$ cat src/rtl/seq_ctrl_decoder_pkg.sv
// Shared opcode, ALU-select and FSM-state encodings for seq_ctrl_decoder.
// The optional HALT opcode is enabled with SEQ_CTRL_DECODER_HALT_EN.
package seq_ctrl_decoder_pkg;

  localparam logic [3:0] OP_ADD_A_IM = 4'b0000;
  localparam logic [3:0] OP_MOV_A_B  = 4'b0001;
  localparam logic [3:0] OP_IN_A     = 4'b0010;
  localparam logic [3:0] OP_MOV_A_IM = 4'b0011;
  localparam logic [3:0] OP_MOV_B_A  = 4'b0100;
  localparam logic [3:0] OP_ADD_B_IM = 4'b0101;
  localparam logic [3:0] OP_IN_B     = 4'b0110;
  localparam logic [3:0] OP_MOV_B_IM = 4'b0111;
  localparam logic [3:0] OP_HALT     = 4'b1000;
  localparam logic [3:0] OP_OUT_B    = 4'b1001;
  localparam logic [3:0] OP_OUT_IM   = 4'b1011;
  localparam logic [3:0] OP_JNC_IM   = 4'b1110;
  localparam logic [3:0] OP_JMP_IM   = 4'b1111;

  localparam logic [1:0] SEL_Z = 2'd0;
  localparam logic [1:0] SEL_A = 2'd1;
  localparam logic [1:0] SEL_B = 2'd2;
  localparam logic [1:0] SEL_I = 2'd3;

  localparam logic [1:0] ST_FETCH = 2'd0;
  localparam logic [1:0] ST_EXEC  = 2'd1;
  localparam logic [1:0] ST_HALT  = 2'd2;

  typedef struct packed {
    logic [1:0] sel;
    logic       a_load;
    logic       b_load;
    logic       pc_load;
    logic       io_load;
    logic       halt;
  } dec_t;

  // ADD opcodes are the only ones whose commit captures the ALU carry.
  function automatic logic op_updates_carry(input logic [3:0] op);
    return (op == OP_ADD_A_IM) || (op == OP_ADD_B_IM);
  endfunction

endpackage

$ cat src/rtl/seq_ctrl_decoder_op_decode_rom.sv
// Combinational opcode + carry -> {sel, loads, halt} table; ungated by commit.
// Opcode 1000 decodes to HALT only when SEQ_CTRL_DECODER_HALT_EN is defined.
module op_decode_rom
  import seq_ctrl_decoder_pkg::*;
(
  input  logic [3:0] opcode_i,
  input  logic       carry_i,
  output dec_t       dec_o
);

  always_comb begin
    dec_o     = '0;
    dec_o.sel = SEL_Z;
    unique case (opcode_i)
      OP_ADD_A_IM: begin dec_o.sel = SEL_A; dec_o.a_load = 1'b1; end
      OP_MOV_A_B:  begin dec_o.sel = SEL_B; dec_o.a_load = 1'b1; end
      OP_IN_A:     begin dec_o.sel = SEL_I; dec_o.a_load = 1'b1; end
      OP_MOV_A_IM: begin dec_o.sel = SEL_Z; dec_o.a_load = 1'b1; end
      OP_MOV_B_A:  begin dec_o.sel = SEL_A; dec_o.b_load = 1'b1; end
      OP_ADD_B_IM: begin dec_o.sel = SEL_B; dec_o.b_load = 1'b1; end
      OP_IN_B:     begin dec_o.sel = SEL_I; dec_o.b_load = 1'b1; end
      OP_MOV_B_IM: begin dec_o.sel = SEL_Z; dec_o.b_load = 1'b1; end
      OP_OUT_B:    begin dec_o.sel = SEL_B; dec_o.io_load = 1'b1; end
      OP_OUT_IM:   begin dec_o.sel = SEL_Z; dec_o.io_load = 1'b1; end
      OP_JMP_IM:   dec_o.pc_load = 1'b1;
      OP_JNC_IM:   dec_o.pc_load = ~carry_i;
`ifdef SEQ_CTRL_DECODER_HALT_EN
      OP_HALT:     dec_o.halt = 1'b1;
`endif
      default:     dec_o.sel = SEL_Z;
    endcase
  end

endmodule

$ cat src/rtl/seq_ctrl_decoder.sv
// Multi-cycle instruction decoder: FETCH handshake -> IR -> EXEC commit strobes.
// Define SEQ_CTRL_DECODER_HALT_EN to enable the HALT opcode and state.
module seq_ctrl_decoder
  import seq_ctrl_decoder_pkg::*;
#(
  parameter int IMM_W = 4,
  parameter int SEL_W = 2
) (
  input  logic               clk,
  input  logic               reset,
  input  logic               instr_valid,
  output logic               instr_ready,
  input  logic [IMM_W+3:0]   instr_in,
  input  logic               alu_carry,
  input  logic               stall,
  output logic [SEL_W-1:0]   alu_data_sel,
  output logic [IMM_W-1:0]   imm_out,
  output logic               reg_a_load,
  output logic               reg_b_load,
  output logic               reg_pc_load,
  output logic               reg_io_load,
  output logic               reg_pc_inc,
  output logic               carry_flag,
  output logic               halted
);

  localparam int IW = IMM_W + 4;

  logic [1:0]    state_q, state_d;
  logic [IW-1:0] ir_q, ir_d;
  logic          carry_q, carry_d;
  logic [3:0]    opcode;
  logic          in_exec, commit;
  dec_t          dec;

  assign opcode = ir_q[IW-1 -: 4];

  op_decode_rom u_rom (
    .opcode_i (opcode),
    .carry_i  (carry_q),
    .dec_o    (dec)
  );

  assign in_exec = (state_q == ST_EXEC);
  // Reset masks the commit so no strobe escapes during the reset cycle.
  assign commit  = in_exec && !stall && !reset;

  always_comb begin
    state_d = state_q;
    ir_d    = ir_q;
    carry_d = carry_q;
    case (state_q)
      ST_FETCH: begin
        if (instr_valid) begin
          ir_d    = instr_in;
          state_d = ST_EXEC;
        end
      end
      ST_EXEC: begin
        if (!stall) begin
          carry_d = op_updates_carry(opcode) ? alu_carry : 1'b0;
          state_d = dec.halt ? ST_HALT : ST_FETCH;
        end
      end
`ifdef SEQ_CTRL_DECODER_HALT_EN
      ST_HALT: state_d = ST_HALT;
`endif
      default: state_d = ST_FETCH;
    endcase
  end

  always_ff @(posedge clk) begin
    if (reset) begin
      state_q <= ST_FETCH;
      ir_q    <= '0;
      carry_q <= 1'b0;
    end else begin
      state_q <= state_d;
      ir_q    <= ir_d;
      carry_q <= carry_d;
    end
  end

  assign instr_ready  = (state_q == ST_FETCH) && !reset;
  assign alu_data_sel = in_exec ? SEL_W'(dec.sel) : SEL_W'(SEL_Z);
  assign imm_out      = ir_q[IMM_W-1:0];
  assign reg_a_load   = commit & dec.a_load;
  assign reg_b_load   = commit & dec.b_load;
  assign reg_pc_load  = commit & dec.pc_load;
  assign reg_io_load  = commit & dec.io_load;
  assign reg_pc_inc   = commit & ~dec.pc_load & ~dec.halt;
  assign carry_flag   = carry_q;

`ifdef SEQ_CTRL_DECODER_HALT_EN
  assign halted = (state_q == ST_HALT);
`else
  assign halted = 1'b0;
`endif

endmodule

$ cat config.mk
export PLATFORM = sky130hd
export DESIGN_NAME = seq_ctrl_decoder
export DESIGN_NICKNAME = d
export VERILOG_FILES = /design/src/rtl/seq_ctrl_decoder_pkg.sv /design/src/rtl/seq_ctrl_decoder_op_decode_rom.sv /design/src/rtl/seq_ctrl_decoder.sv
export SDC_FILE = /design/constraint.sdc
export NUM_CORES = 1
export LEC_CHECK = 0
export CAP_MARGIN = 20
export CORE_AREA = 2 2 42 44
export CTS_BUF_LIST = sky130_fd_sc_hd__clkbuf_4
export DETAILED_ROUTE_END_ITERATION = 6
export DIE_AREA = 0 0 44 46
export PLACE_DENSITY = 0.74
export SYNTH_ARGS = -nofsm -noshare
export SYNTH_HDL_FRONTEND = slang
export SYNTH_SLANG_ARGS = --single-unit
$ cat constraint.sdc
create_clock -name clk -period 0.85 [get_ports clk]
set_input_delay 0.1275 -clock clk [delete_from_list [all_inputs] [get_ports clk]]
set_output_delay 0.1275 -clock clk [all_outputs]
set_load 0.005 [all_outputs]
==> results.py, run 1 <==
metrics = {
    "sta": {
        "setup_ws_ns": -0.414,
        "rsz0062_at_grt": "yes",
        "maxSlewViolCount": 0,
        "skew_ns": 0.00379,
        "fin_setup_tns_ns": -4.07,
        "layout_min_cycle_time_ns": 1.26,
        "period_share_pct": 149,
        "whs_ns": 0.272,
        "hold_viol": 0,
        "fmax_mhz": 791,
        "setup_violations": 18,
    },
    "synth": {
        "syn_area_um2": 547,
        "synth_compound_area_share_pct": 13.5,
        "yosys.area_share.simple_pct": 31.6,
        "ys_types": 24,
        "synthXorXnorAreaFrac_pct": 3.20,
        "ys_seq_area_share_pct": 36.6,
        "synth.avg_cell_area_um2": 7.70,
        "netlist_instances": 71,
        "synth_top_family_by_area": "simple AND/OR/NAND/NOR gates",
        "synth.top_cell.area_share_pct": 36.6,
        "yosys_register_bits": 10,
        "synthMuxAreaShare_pct": 0,
        "syn-num-nets": 84,
        "yosysTopAreaCell": "dfxtp_1",
        "yosys_warnings": 0,
        "yosys.area_share.adder_pct": 0,
        "synthTopCellsByArea": "dfxtp_1 37%, nand2_1 12%, buf_4 8.2%, a21oi_1 7.3%, a21oi_2 3.2%",
    },
    "drt": {
        "firstDrtPassIters": 3,
        "ant_nets": 0,
        "drcViolationCount": 0,
        "avgViaCountPerCell": 4.76,
        "totalWireLength_mm": 1.48,
        "vias": 571,
        "detail_route.wl_per_cell_um": 12.3,
        "drt_iter0_drc": 3,
    },
    "global_routing": {
        "grt_first_pass_wirelength_mm": 2.12,
        "overflow": 0,
        "grt_use_total_pct": 14.9,
        "grt_pass1_vias": 485,
        "antenna_found_initial": 0,
        "grt_max_degree": 11,
    },
    "setup_path": {
        "crit_arrival_ns": 1.14,
        "criticalPathCategory": "reg2out",
        "startpoint_type": "flip-flop",
        "crit_family": "simple AND/OR/NAND/NOR gates",
        "path_cells": "and2b_2 -> nand2b_4 -> nor3b_2 -> buf_2",
        "end_kind": "primary output",
        "cp.required_ns": 0.72,
        "cp_num_buf_inv": 1,
        "cpPeakStageDelay_ns": 0.33,
        "critPathMaxFanout": 5,
        "slowest_stage": "dfxtp_2",
    },
    "finish": {
        "antennaDiodeCount": 0,
        "area_growth_pct": 80.8,
        "regArea_um2": 218,
        "fillers": 146,
        "multi_input_area_um2": 397,
        "drive_above_1_share_pct": 68.0,
        "final_cell_mix": "11 x nand2_1, 11 x buf_2, 10 x clkdlybuf4s50_1",
        "fin_nets": 118,
    },
    "floorplan": {
        "die_w_um": 44,
        "rows": 15,
        "start_util_pct": 33.9,
        "die_y_um": 46,
        "dieArea_um2": 2020,
        "ios": 27,
        "core_um2": 1610,
    },
    "clocking": {
        "clock-sinks": 10,
        "cts_tree": "built",
        "clock_latency_ns": 0.26,
        "clockBufferDepth": 2,
        "htree_levels": 1,
        "cts-root-buf": "clkbuf_4",
        "clk_pin_slew_worst_paths_ns": 0.06,
        "cts_inserted_buffers": 3,
    },
    "run_status": {
        "violations": "negative setup slack",
        "status": "finished with violations",
    },
    "power_and_ir_drop": {
        "p_per_area_nw_per_um2": 1190,
        "max-vdd-ir-drop_v": 0.000962,
        "p_leak_nw": 0.431,
        "p_total_mw": 1.18,
    },
    "flow_run": {
        "maxCapViolations": 0,
    },
    "placement": {
        "dp_hpwl_um": 927,
        "port_buffers": 25,
        "globalplace.congestion": 0.758,
    },
    "hold_path": {
        "holdCritPathClass": "in2reg",
    },
}
-- logic make-up after synthesis --
family / count (synthesis)
AO/OA/AOI/OAI: 12
flip-flops: 10
AND/OR/NAND/NOR: 34
buffers and inverters: 12
XOR/XNOR: 2
other: 1
-- cell usage after synthesis (all sizes together) --
cell and instances:
nor2b 2, dfxtp 10, conb 1, nor3b 3, nand2 18, nor3 2, nand4 1, a21oi 10
o2111ai 1, clkbuf 3, nand2b 3, nor2 4, o21a 1, buf 8, inv 1, and2b 1
xnor2 2
-- state kept, by name, summed over array words and instances, names as in the netlist --
name and cells:
ir_q 8, carry_flag 1, state_q 1
-- area by class of cell --
| type | instances | area share, % |
|---|---|---|
| clock buffers | 3 | 2.28 |
| inverters | 1 | 0.380 |
| multi-input cells | 50 | 40.1 |
| flip-flops and latches | 10 | 22.0 |
| well taps | 17 | 2.15 |
| repair buffers | 39 | 33.0 |
-- per-stage QoR --
stage	setup WS (ns)	area [µm²]	std cells	util, %
after detailed placement	-0.847	855	112	52.9
after floorplan	-0.0628	598	71	-
after global placement	-0.815	855	112	52.9
after CTS	-0.419	866	116	53.6
final	-0.414	988	120	61.2
after global routing	-0.452	988	120	61.2
-- where the power goes --
part / switching, mW / internal, mW
logic: 0.128 / 0.195
clock network: 0.157 / 0.163
registers: 0.0364 / 0.499
-- worst paths after layout --
path / start / end / slack (ns) / depth (start not counted)
max: state_q[0] / reg_b_load / -0.41 / 4
min: instr_valid / state_q[0] / 0.27 / 3
max reg2reg: state_q[0] / carry_flag / -0.15 / 4
min reg2reg: ir_q[2] / ir_q[2] / 0.45 / 2
-- layer usage --
layer | wire length (µm) | up-vias | GRT usage [%]
met4 | 29 | 0 | 9.09
met2 | 766 | 19 | 23.5
met1 | 610 | 259 | 18.1
met5 | 0 | - | 0
li1 | - | 289 | -
met3 | 71 | 4 | 3.57
-- timing repair --
action,4_1_cts,5_1_grt
setup buffers,1,3
gates resized for setup,71,23
hold buffers,0,0
pin swaps,5,6
hold endpoints to repair,0,0
cloned,0,1
setup endpoints to repair,23,20
-- worst register-to-register path, stage by stage, from the launching register on --
cell and delay [ns]:
dfxtp_2 0.32, and2b_2 0.21, buf_4 0.14, nand2b_1 0.13, a21oi_1 0.13
Note: power is estimated with default switching activity, not from simulation.
==> inputs of run 2 (changes only) <==
--- a/config.mk
+++ b/config.mk
@@ -6,11 +6,12 @@
 export NUM_CORES = 1
 export LEC_CHECK = 0
 export CAP_MARGIN = 20
-export CORE_AREA = 2 2 42 44
+export CORE_AREA = 3 3 43 45
 export CTS_BUF_LIST = sky130_fd_sc_hd__clkbuf_4
 export DETAILED_ROUTE_END_ITERATION = 6
-export DIE_AREA = 0 0 44 46
+export DIE_AREA = 0 0 46 48
 export PLACE_DENSITY = 0.74
 export SYNTH_ARGS = -nofsm -noshare
 export SYNTH_HDL_FRONTEND = slang
 export SYNTH_SLANG_ARGS = --single-unit
+export TNS_END_PERCENT = 100
==> run 2 against run 1 <==
  * The run still ends with negative setup slack left
  * Clock power up 1%
  * Largest cell class unchanged
  * Combinational power up 16%
  * First-iteration DRC count down 100%
  * Sequential share of layout area down 1.4 points
  * Critical path depth up 1
  * Global-route usage down 0.20 points
  * Highest routed layer unchanged
==> results.py, run 2 (synthesis results as in run 1) <==
metrics = {
    "drt": {
        "drt_iter0_drc": 0,
        "vias": 601,
        "totalWireLength_mm": 1.67,
        "detail_route.wl_per_cell_um": 13.4,
        "avgViaCountPerCell": 4.81,
        "drcViolationCount": 0,
        "ant_nets": 0,
        "firstDrtPassIters": 1,
    },
    "sta": {
        "maxSlewViolCount": 0,
        "whs_ns": 0.278,
        "period_share_pct": 158,
        "layout_min_cycle_time_ns": 1.35,
        "setup_violations": 18,
        "rsz0062_at_grt": "yes",
        "hold_viol": 0,
        "fin_setup_tns_ns": -4.94,
        "fmax_mhz": 743,
        "setup_ws_ns": -0.497,
        "skew_ns": 0.00383,
    },
    "power_and_ir_drop": {
        "p_per_area_nw_per_um2": 1160,
        "max-vdd-ir-drop_v": 0.000765,
        "p_leak_nw": 0.476,
    },
    "finish": {
        "largest_reg_flops": 8,
        "fin_nets": 123,
        "regMostFlops": "ir_q",
        "area_growth_pct": 92.7,
        "final_cell_mix": "12 x buf_4, 11 x buf_2, 10 x nand2_1",
        "post-route-cell-area_um2": 1050,
        "final_common_cell": "buf_4",
        "drive_above_1_share_pct": 70.6,
        "antennaDiodeCount": 0,
    },
    "clocking": {
        "cts_tree": "built",
        "cts_inserted_buffers": 3,
        "hold_buffers": 0,
        "htree_levels": 1,
        "clock-sinks": 10,
        "clockBufferDepth": 2,
        "cts-root-buf": "clkbuf_4",
        "clock_latency_ns": 0.26,
        "clk_pin_slew_worst_paths_ns": 0.07,
    },
    "global_routing": {
        "grt_use_total_pct": 14.7,
        "overflow": 0,
        "grt_first_pass_wirelength_mm": 2.28,
        "antenna_found_initial": 0,
        "grt_max_degree": 11,
        "grt_pass1_vias": 541,
    },
    "hold_path": {
        "holdCritPathClass": "in2reg",
    },
    "setup_path": {
        "crit_arrival_ns": 1.22,
        "cp.required_ns": 0.72,
        "criticalPathCategory": "reg2out",
        "critPathMaxFanout": 3,
        "end_kind": "primary output",
        "startpoint_type": "flip-flop",
    },
    "floorplan": {
        "ios": 27,
        "die_w_um": 46,
        "rows": 14,
        "start_util_pct": 36.3,
        "die_y_um": 48,
        "dieArea_um2": 2210,
        "core_um2": 1510,
    },
    "placement": {
        "globalplace.congestion": 0.801,
        "dp_hpwl_um": 972,
        "dpl_cell_area_um2": 868,
        "port_buffers": 25,
    },
    "flow_run": {
        "maxCapViolations": 0,
    },
    "run_status": {
        "status": "finished with violations",
        "violations": "negative setup slack",
    },
}
## run 2: final timing paths
path                    from              end  slack, ns  depth (start not counted)
setup reg to reg  state_q[0]          ir_q[1]      -0.26                          6
setup / recovery     ir_q[4]  alu_data_sel[1]      -0.50                          5
hold / removal         stall       state_q[0]       0.28                          3
hold reg to reg      ir_q[3]          ir_q[3]       0.46                          2
## run 2: critical path: stages, from the launching register on
cell and delay (ns):
dfxtp_4 0.35, buf_4 0.13, xnor2_2 0.11, nor2_1 0.10, o21a_1 0.14, clkbuf_2 0.11
## run 2: cell type report
class	count	area, µm²
fill	130	453
multi-input combinational	50	422
timing repair buffer	44	364
sequential	10	218
clock buffer	3	22.5
tap	16	20.0
clock inverter	1	3.75
inverter	1	3.75
## run 2: timing repair
item,CTS,global route
pin swaps,6,21
gates resized for setup,76,25
buffers inserted,5,4
hold endpoints to repair,0,0
gates cloned,0,1
setup endpoints to repair,23,20
## run 2: where the power goes
group | leakage [nW] | switching (mW) | total (mW) | internal (mW)
clock network | 0.0154 | 0.154 | 0.324 | 0.169
registers | 0.0866 | 0.0280 | 0.526 | 0.498
logic | 0.374 | 0.158 | 0.374 | 0.216
## run 2: stage by stage
stage | power (mW) | setup slack (ns) | cells | utilization (%)
finish | 1.22 | -0.497 | 125 | 69.9
floorplan | 0.682 | -0.0628 | 71 | -
CTS | 1.17 | -0.491 | 121 | 62.9
global route | 1.28 | -0.564 | 125 | 69.9
global placement | 0.808 | -0.816 | 113 | 57.6
detailed placement | 0.813 | -0.844 | 113 | 57.6
## run 2: metal layers
metal	wire (µm)	GRT usage, %
met4	19	8.52
met5	0	0
met2	928	24.2
met3	74	2.26
met1	648	18.0
